**config.mk**
```make
export PLATFORM = sky130hd
export DESIGN_NAME = ps2_scan_sequencer
export DESIGN_NICKNAME = d
export VERILOG_FILES = /design/src/rtl/ps2_scan_sequencer.sv
export SDC_FILE = /design/constraint.sdc
export NUM_CORES = 1
export LEC_CHECK = 0
export BUFFER_PORTS_ARGS = -buffer_cell sky130_fd_sc_hd__buf_2
export CAP_MARGIN = 10
export CORE_AREA = 2 2 81 83
export CTS_CLUSTER_SIZE = 30
export DETAILED_ROUTE_END_ITERATION = 6
export DIE_AREA = 0 0 83 85
export GPL_ROUTABILITY_DRIVEN = 0
export PLACE_DENSITY = 0.67
export SLEW_MARGIN = 25
export SYNTH_ARGS = -nofsm -noshare
export SYNTH_HDL_FRONTEND = slang
export SYNTH_SLANG_ARGS = --single-unit
```
**constraint.sdc**
```tcl
create_clock -name CLK -period 5.9 [get_ports CLK]
set_input_delay 0.295 -clock CLK [delete_from_list [all_inputs] [get_ports CLK]]
set_output_delay 0.295 -clock CLK [all_outputs]
set_load 0.01 [all_outputs]
```
**src/rtl/ps2_scan_sequencer.sv**
```systemverilog
// PS/2 Set-2 scan-code sequencer: synchronizes the receiver's done flag, folds E0/F0 prefixes
// into single key events and queues them in a FWFT FIFO. Optional macro: REPEAT_FILTER_EN.
module ps2_scan_sequencer #(
    parameter int FIFO_DEPTH  = 4,
    parameter int SYNC_STAGES = 2
) (
    input  logic                          CLK,
    input  logic                          rst,
    input  logic [7:0]                    rx_byte,
    input  logic                          rx_done,
    output logic                          evt_valid,
    input  logic                          evt_ready,
    output logic [7:0]                    evt_code,
    output logic                          evt_ext,
    output logic                          evt_break,
    output logic [$clog2(FIFO_DEPTH):0]   fifo_count,
    output logic                          overflow,
    input  logic                          clr_overflow,
    output logic [1:0]                    o_dbg_state
);

    localparam int AW = $clog2(FIFO_DEPTH);
    localparam int CW = AW + 1;
    localparam logic [CW-1:0] FULL_CNT = CW'(FIFO_DEPTH);

    typedef enum logic [1:0] {
        IDLE    = 2'd0,
        EXT     = 2'd1,
        BRK     = 2'd2,
        EXT_BRK = 2'd3
    } state_t;

    // Handshake: an event transfers on a rising CLK edge where evt_valid && evt_ready;
    // evt_code/evt_ext/evt_break are the head entry and only change after a transfer.

    logic [SYNC_STAGES-1:0] r_sync;
    logic                   r_prev;
    logic                   r_stb;
    logic [7:0]             r_byte;
    state_t                 r_state;
    logic [9:0]             r_mem [FIFO_DEPTH];
    logic [AW-1:0]          r_wr;
    logic [AW-1:0]          r_rd;
    logic [CW-1:0]          r_count;
    logic                   r_ovf;

    logic w_is_e0, w_is_f0, w_err, w_prefix;
    logic w_push, w_ext, w_brk, w_accept;
    logic w_full, w_pop, w_wr, w_drop;

    // Strobe and captured byte are registered together so the decoder sees a stable byte.
    always_ff @(posedge CLK or negedge rst) begin
        if (!rst) begin
            r_sync <= '0;
            r_prev <= 1'b0;
            r_stb  <= 1'b0;
            r_byte <= 8'h00;
        end else begin
            r_sync <= {r_sync[SYNC_STAGES-2:0], rx_done};
            r_prev <= r_sync[SYNC_STAGES-1];
            r_stb  <= r_sync[SYNC_STAGES-1] & ~r_prev;
            if (r_sync[SYNC_STAGES-1] & ~r_prev)
                r_byte <= rx_byte;
        end
    end

    assign w_is_e0  = (r_byte == 8'hE0);
    assign w_is_f0  = (r_byte == 8'hF0);
    assign w_err    = r_byte inside {8'h00, 8'hAA, 8'hE1, 8'hFA, 8'hFC, 8'hFE, 8'hFF};
    assign w_prefix = w_is_e0 | w_is_f0;

    always_ff @(posedge CLK or negedge rst) begin
        if (!rst) begin
            r_state <= IDLE;
        end else if (r_stb) begin
            case (r_state)
                IDLE: begin
                    if (w_is_e0)      r_state <= EXT;
                    else if (w_is_f0) r_state <= BRK;
                end
                EXT: begin
                    if (w_is_f0)      r_state <= EXT_BRK;
                    else if (!w_is_e0) r_state <= IDLE;
                end
                default: r_state <= IDLE;
            endcase
        end
    end

    always_comb begin
        w_push = 1'b0;
        w_ext  = 1'b0;
        w_brk  = 1'b0;
        if (r_stb && !w_prefix && !w_err) begin
            w_push = 1'b1;
            w_ext  = (r_state == EXT) || (r_state == EXT_BRK);
            w_brk  = (r_state == BRK) || (r_state == EXT_BRK);
        end
    end

`ifdef REPEAT_FILTER_EN
    logic [7:0] r_held_code;
    logic       r_held_ext;
    logic       r_held_valid;
    logic       w_match;

    assign w_match  = r_held_valid && (r_held_code == r_byte) && (r_held_ext == w_ext);
    // Typematic repeats of the held key never reach the FIFO, so they cannot overflow it.
    assign w_accept = w_push && !(!w_brk && w_match);

    always_ff @(posedge CLK or negedge rst) begin
        if (!rst) begin
            r_held_code  <= 8'h00;
            r_held_ext   <= 1'b0;
            r_held_valid <= 1'b0;
        end else if (w_push) begin
            if (!w_brk) begin
                r_held_code  <= r_byte;
                r_held_ext   <= w_ext;
                r_held_valid <= 1'b1;
            end else if (w_match) begin
                r_held_valid <= 1'b0;
            end
        end
    end
`else
    assign w_accept = w_push;
`endif

    assign w_full = (r_count == FULL_CNT);
    assign w_pop  = evt_valid & evt_ready;
    // A pop frees the slot in the same cycle, so a push into a full FIFO is kept.
    assign w_wr   = w_accept & (~w_full | w_pop);
    assign w_drop = w_accept & w_full & ~w_pop;

    always_ff @(posedge CLK or negedge rst) begin
        if (!rst) begin
            for (int i = 0; i < FIFO_DEPTH; i++) r_mem[i] <= '0;
            r_wr    <= '0;
            r_rd    <= '0;
            r_count <= '0;
            r_ovf   <= 1'b0;
        end else begin
            if (w_wr) begin
                r_mem[r_wr] <= {w_brk, w_ext, r_byte};
                r_wr        <= r_wr + AW'(1);
            end
            if (w_pop)
                r_rd <= r_rd + AW'(1);
            if (w_wr && !w_pop)
                r_count <= r_count + CW'(1);
            else if (!w_wr && w_pop)
                r_count <= r_count - CW'(1);
            if (w_drop)
                r_ovf <= 1'b1;
            else if (clr_overflow)
                r_ovf <= 1'b0;
        end
    end

    assign evt_valid = (r_count != '0);
    assign {evt_break, evt_ext, evt_code} = evt_valid ? r_mem[r_rd] : 10'h000;
    assign fifo_count  = r_count;
    assign overflow    = r_ovf;
    assign o_dbg_state = r_state;

endmodule

```
# == Yosys cells after proc, flatten, opt, wreduce, memory -nomap -nowiden ==
# Cells that the tools add are included.
# word_totals
output_inout_bits,17
reg_bits,62
# op_classes
mux,19
n_eq_ne,14
order_cmp,3
add_sub_neg,4
n_reduce_logical,18
bitwise_logic,12
# ops
cell,n
equality test 8 bit (second input constant),8
bitwise mux 40 bit,1
two-way mux 10 bit,4
binary-select mux 10 bit (select 2 bit),1
demux 10 bit (select 2 bit),1
zero test 8 bit,1
two-way mux 2 bit,4
nonzero test 7 bit,1
>= comparator 3 bit (second input constant),2
two-way mux 3 bit,2
!= test 3 bit (second input constant),2
NOT 2 -> 3 bit,2
bitwise AND 1 bit,5
logical AND 1 bit,5
two-way mux 1 bit,5
adder 2 x 1 -> 2 bit (second input constant),2
equality test 2 bit (second input constant),2
zero test 1 bit,4
one-hot mux 2 bit (2 select lines),1
nonzero test 2 bit,2
adder 3 x 1 -> 3 bit (second input constant),1
equality test 3 bit (second input constant),1
< comparator 3 x 1 -> 1 bit (second input constant),1
NOT 1 bit,3
7 further kinds,9

# == Logic depth before layout (Yosys ltp) ==
# Gate-level depths: netlist of the first run.
# depth
ltp_word,11
depth_mapped,11
mapped_depth_nobuf,10

# == Worst setup path after synthesis of the first run ==
# Ideal clock, no wire load.
# synth_path
path_type,reg2reg
startpoint,reg r_byte[6]
endpoint,reg r_count[1] (netlist: fifo_count[1])
period_less_slack_ns,2.658
n_path_buf,1
arrival_ns,2.533
path_stages_with_launch,10
path_slack_ns,3.242
required_ns,5.775
setup_ns,0.125
cell_sequence,dfrtp_1 -> buf_6 -> or4_1 -> o41ai_4 -> nor3_4 -> and3_4 -> ha_1 -> inv_1 -> fa_1 -> mux2_2
# synth_via
elab_chain_cells,10
# synth_lines
item,line_no,source
"start, declared",39,logic [7:0] r_byte;
"start signal, assigned",63,r_byte <= rx_byte;
"equality test 8 bit, on equally long branches","67, 68",
bitwise OR 1 bit,70,assign w_prefix = w_is_e0 | w_is_f0;
zero test 1 bit,94,if (r_stb && !w_prefix && !w_err) begin
logical AND 1 bit,94,
logical AND 1 bit (*),94,
two-way mux 1 bit (*),94,
bitwise AND 1 bit (*),133,assign w_wr = w_accept & (~w_full | w_pop);
via w_wr,49,"logic w_full, w_pop, w_wr, w_drop;"
zero test 1 bit,152,else if (!w_wr && w_pop)
logical AND 1 bit,152,
nonzero test 2 bit (no line),n/a,
"end signal, assigned",151,r_count <= r_count + CW'(1);
"end signal, assigned",153,r_count <= r_count - CW'(1);
"end, declared",44,logic [CW-1:0] r_count;
# Mark *: on every way through the listed nets, which the timed path passes. The rest lies on a longest branch.
# A chain may end at the register's enable or synchronous reset.

# == Worst setup path in the final report of the first run ==
# layout_path
startpoint,reg r_byte[3]
endpoint,reg r_count[1] (netlist: fifo_count[1])
# Same word-level chain as after synthesis.

==> results of run 1 <==
==> through the flow <==
step | area [µm²] | hold WS (ns) | setup slack [ns]
2_1_floorplan | 2970 | -0.000591 | 3.24
3_3_place_gp | 3170 | 0.345 | 3.12
3_5_place_dp | 3170 | 0.336 | 3.05
4_1_cts | 3410 | 0.0557 | 3.04
5_1_grt | 3410 | 0.0420 | 2.78
6_report | 3410 | 0.0702 | 3.05
==> placed cells by master, fill, tap and decap left out, types with 2 or more instances in the layout <==
cell / netlist / final
a21oi_1: 2 / 2
and2_1: 10 / 10
buf_2: 2 / 29
bufinv_16: 0 / 2
clkbuf_8: 0 / 11
dfrtp_1: 62 / 62
ha_1: 5 / 5
inv_1: 7 / 7
mux2_2: 47 / 47
mux4_2: 10 / 10
nand2_1: 6 / 6
nand2b_1: 2 / 2
nand3_1: 4 / 4
nand4_4: 4 / 4
nor2_1: 2 / 2
o21ai_0: 2 / 2
xnor2_1: 4 / 4
xor2_1: 2 / 2
==> cell families (layout without fill, tap and decap cells) <==
kind of cell	after synthesis	in the layout	share of synthesized area, %
XOR/XNOR	6	6	1.77
buffers and inverters	16	53	2.48
AO/OA/AOI/OAI	11	11	4.00
adder cells (fa/ha/maj)	6	6	2.78
multiplexers	58	58	25.9
flip-flops	62	62	52.2
AND/OR/NAND/NOR	41	41	10.9
==> state kept, by name, summed over array words and instances, names as in the netlist <==
signal / count
r_rd: 2
r_prev: 1
r_sync: 2
fifo_count: 3
r_mem: 40
r_wr: 2
overflow: 1
r_byte: 8
r_stb: 1
o_dbg_state: 2
==> synth_stat cells, types with 2 or more instances <==
master / count
xor2_1: 2
nand3_1: 4
clkbuf_1: 3
nand4_4: 4
inv_1: 7
mux4_2: 10
nand2b_1: 2
buf_2: 2
ha_1: 5
buf_1: 2
mux2_2: 47
and2_1: 10
xnor2_1: 4
o21ai_0: 2
dfrtp_1: 62
a21oi_1: 2
nor2_1: 2
nand2_1: 6
==> critical path, cell delays in order, from the launching register on <==
cell     delay (ns)
dfrtp_1        0.50
or4_1          0.61
o41ai_4        0.32
nor3_4         0.14
and3_4         0.24
ha_1           0.20
inv_1          0.07
fa_1           0.40
mux2_2         0.27
==> power by group <==
group / internal, mW / switching, mW / leakage, nW / total, mW
combinational: 0.352 / 0.222 / 0.612 / 0.574
clock: 0.261 / 0.164 / 0.116 / 0.424
sequential: 0.583 / 0.145 / 0.761 / 0.728
total: 1.20 / 0.530 / 1.49 / 1.73
==> final timing paths <==
kind | cells after the start | endpoint | slack, ns | startpoint
hold / removal | 1 | r_sync[0]$_DFF_PN0_ | 0.07 | rx_done
hold reg to reg | 0 | r_sync[1]$_DFF_PN0_ | 0.36 | r_sync[0]$_DFF_PN0_
max in group asynchronous | 2 | r_mem[11]$_DFFE_PN0P_ | 5.28 | rst
setup / recovery | 8 | fifo_count[1]$_DFFE_PN0P_ | 3.05 | r_byte[3]$_DFFE_PN0P_
setup reg to reg | 8 | fifo_count[1]$_DFFE_PN0P_ | 3.05 | r_byte[3]$_DFFE_PN0P_
min in group asynchronous | 2 | r_byte[2]$_DFFE_PN0P_ | 0.12 | rst
==> layout make-up <==
class                           instances  area share, %
Sequential cell                        62           45.6
Clock buffer                           11           4.45
Inverter                                7          0.771
Timing Repair Buffer                   30           4.48
Tap cell                               77           2.83
Multi-Input combinational cell        122           39.5
Clock inverter                          5           2.39
==> metal layers <==
metal	vias up	track usage, %	share of wire [%]
met3	9	5.16	4.6
met4	0	5.96	1.8
met2	40	25.0	45
li1	800	-	-
met5	-	0	0
met1	841	23.9	48
==> results.ini, run 1 <==
[floorplan]
coreArea_um2 = 6200
dieArea_um2 = 7060
fp.dieH_um = 85
ioPinCount = 30
rows = 29
start_util_pct = 47.9
die_w_um = 83

[place]
dp.cells = 298
dp_hpwl_um = 3570
port-buffer-count = 29

[detailed_routing]
drt_wl_total_um = 5390
dr.pass1.iters = 5
num_vias = 1690
routedWlPerCell_um = 17.2
viasPerCell = 5.38
drcViolationCount = 0
drt_iter0_drc = 95
final_antenna_net_count = 0

[finish]
drive_above_1_share_pct = 49.4
fin_nets = 251
area_growth_pct = 14.6
fillers = 519
multi_input_area_um2 = 1350
final_cell_count_no_fill = 314
register_area_um2 = 1550
diodes = 0
utilization_pct = 54.9

[clocking]
post_cts_buffers = 0
postCtsHoldBufs = 0
cts_sinks = 62
clkSlewWorstSetupHoldPaths_ns = 0.07
numCtsBuffers = 9
h-tree-depth = 3
clockBufferDepth = 2
insertion_delay_ns = 0.33
cts_tree = yes
ctsResizeCount = 0
cts_root_buf = clkbuf_8

[timing]
rsz0062_at_grt = false
fmaxAchievable_mhz = 350
final.setup.tns_ns = 0
fin_worst_skew_ns = 0.00992
fin_crit_sh_pct = 48.4
setup_violations = 0
min_period_ns = 2.85
relSlewSlack_pct = 48.8
tightest_slew_ns = 0.768
drv_slew = 0
finalHoldViolations = 0

[critical_path]
crit_arrival_ns = 3.07
cp.required_ns = 6.12
cp_max_fo = 12
start_kind = register
critical_path_class = reg -> reg
endpoint_kind = register

[grt]
grt_usage_pct = 16.9
grt_pass1_wl_um = 9170
first_global_vias = 1761
grt_max_degree = 63
grt-ovfl-total = 0
antenna_found_initial = 0

[synthesis]
synthTopCellsByArea = dfrtp_1 52%, mux2_2 18%, mux4_2 7.6%
yosysSeqAreaShare_pct = 52.2
synth_ff_type = dfrtp_1
synth_edf_count = 0
syn_nets = 219
yosys_warnings = 0
synth_seq_cells = 62
synth_top_area_share_pct = 52.2
syn_inst = 200
netlist_area_um2 = 2970
syn_avg_cell_area_um2 = 14.9
yosys.cell_types.count = 42
synth-async-reset-ratio_pct = 100
synth_largest_area_cell = dfrtp_1

[pwr]
finalPower_mw = 1.73
p_leak_nw = 1.49
ir_drop_mv = 0.248
powerDensity_nw_per_um2 = 507

[min_path]
hold_class = in -> reg

[run_status]
status = finished clean

[run]
maxCapViolCount = 0

(Power assumes the default switching activity.)
==> inputs of run 2 (changes only) <==
clock period = 2.8 ns   (was 5.9 ns; I/O delays follow)
==> run 2 against run 1 <==
Against the previous run:
- clock power grew 86%
- utilization grew 1.6 points
- clock skew shrank 0.0046 ns
- critical path depth is the same
- global-route usage grew 0.34 points
- sequential power grew 100%
- worst hold slack lost 0.046 ns
- combinational power grew 130%
- count of clock-buffer cells in the layout grew 2
- critical path type unchanged
- highest routed layer unchanged
==> results.ini, run 2 (synthesized netlist as in run 1, its figures left out) <==
[run_status]
status = finished clean

[finish]
utilization_pct = 56.4
layout_commonest_cell = dfrtp_1
final_cell_mix = 62 x dfrtp_1, 47 x mux2_2, 29 x buf_2
final_cell_count_no_fill = 330
register_area_um2 = 1550
drive_above_1_share_pct = 50.6
multi_input_area_um2 = 1350
area_growth_pct = 17.9
fin_nets = 267
fillers = 518
largest_reg_flops = 40
regMostFlops = r_mem
diodes = 0

[detailed_routing]
routedWlPerCell_um = 16.3
drt_wl_total_um = 5380
dr.pass1.iters = 4
final_antenna_net_count = 0
drt-met1-wl_um = 2490
num_vias = 1777
drt_iter0_drc = 86
topRoutingLayerUsed = met4
viasPerCell = 5.38
routed-wl-met2_um = 2580
met3WireLength_um = 217
drcViolationCount = 0

[critical_path]
regToRegEndpoint = fifo_count[1]$_DFFE_PN0P_
critical_path.startpoint = r_byte[3]$_DFFE_PN0P_
crit_slowest_cell = or4_1
crit_chain = or4_1, o41ai_4, nor3_4, and3_4, ha_1, inv_1, fa_1, mux2_2
critical_path_class = reg -> reg
reg2reg_depth = 8
crit_arrival_ns = 2.87
worstReg2RegStart = r_byte[3]$_DFFE_PN0P_
path_depth = 8
start_kind = register
cp-endpoint = fifo_count[1]$_DFFE_PN0P_
r2r_slack_ns = 0.15
cp_max_fo = 5
cp_slowest_stage_delay_ns = 0.58
cp.required_ns = 3.02
critPathTopFamily = simple AND/OR/NAND/NOR gates
path_buf_inv = 1
endpoint_kind = register

[floorplan]
rows = 29
coreArea_um2 = 6200
start_util_pct = 47.9
fp.dieH_um = 85
dieArea_um2 = 7060
ioPinCount = 30
die_w_um = 83

[grt]
grt-ovfl-total = 0
grt_max_degree = 32
first_global_vias = 1838
grt_pass1_wl_um = 9340
grt_usage_pct = 17.2
antenna_found_initial = 0

[timing]
drv_slew = 0
final.setup.tns_ns = 0
fin_crit_sh_pct = 94.6
tightest_slew_ns = 0.743
min_period_ns = 2.65
fmaxAchievable_mhz = 377
finalHoldViolations = 0
setup_violations = 0
rsz0062_at_grt = false
holdWs_ns = 0.0239
fin_worst_skew_ns = 0.00532
relSlewSlack_pct = 50.4

[clocking]
h-tree-depth = 3
cts_root_buf = clkbuf_8
cts_tree = yes
numCtsBuffers = 9
cts_sinks = 62
clockBufferDepth = 2
clkSlewWorstSetupHoldPaths_ns = 0.06
ctsResizeCount = 0
insertion_delay_ns = 0.33

[place]
dp.cells = 311
dp_hpwl_um = 3760
port-buffer-count = 29

[pwr]
ir_drop_mv = 0.600
powerDensity_nw_per_um2 = 1020
p_leak_nw = 1.55

[min_path]
hold_class = in -> reg
hp-start = rx_byte[0]

[run]
maxCapViolCount = 0

[run 2: how the worst min path moves through the flow]
stage	end	cells after the start	slack, ns
2_1_floorplan	fifo_count[0]$_DFFE_PN0P_	0	-0.16
3_3_place_gp	r_mem[17]$_DFFE_PN0P_	1	0.22
3_5_place_dp	r_mem[17]$_DFFE_PN0P_	1	0.22
4_1_cts	r_byte[0]$_DFFE_PN0P_	3	0.005
5_1_grt	r_byte[1]$_DFFE_PN0P_	2	0.02
6_report	r_byte[0]$_DFFE_PN0P_	3	0.02
[run 2: cell type report]
cell class	count	area share, %
flip-flops and latches	62	44.3
clock inverters	3	1.21
repair buffers	46	8.00
clock buffers	13	4.54
well taps	77	2.75
inverters	7	0.750
multi-input cells	122	38.4
[run 2: worst register-to-register path, stage by stage, from the launching register on]
cell	delay, ns
dfrtp_1	0.42
or4_1	0.58
o41ai_4	0.32
nor3_4	0.08
and3_4	0.21
ha_1	0.20
inv_1	0.07
fa_1	0.40
mux2_2	0.26
[run 2: per-stage QoR]
step | worst slack [ns] | instance area (µm²) | power (mW)
after floorplan | 0.142 | 2970 | 2.41
after global placement | 0.204 | 3270 | 2.79
after detailed placement | 0.147 | 3270 | 2.82
after CTS | 0.131 | 3500 | 3.62
after global routing | 0.0234 | 3500 | 3.83
final | 0.151 | 3500 | 3.57
[run 2: routing by layer]
| metal | up-vias | global-route usage, % |
|---|---|---|
| li1 | 825 | - |
| met3 | 8 | 5.45 |
| met4 | 0 | 5.51 |
| met5 | - | 0 |
| met1 | 907 | 23.1 |
| met2 | 37 | 27.1 |
[run 2: repair_timing]
action                     in CTS  in global routing
buffers inserted                0                  0
setup endpoints to repair       0                  0
hold endpoints to repair       31                  0
hold buffers                    3                  0
[run 2: where the power goes]
part	switching [mW]	leakage (nW)	internal [mW]	total (mW)
logic	0.522	0.686	0.786	1.31
clock network	0.328	0.0996	0.459	0.787
registers	0.242	0.761	1.23	1.47
total	1.09	1.55	2.47	3.57
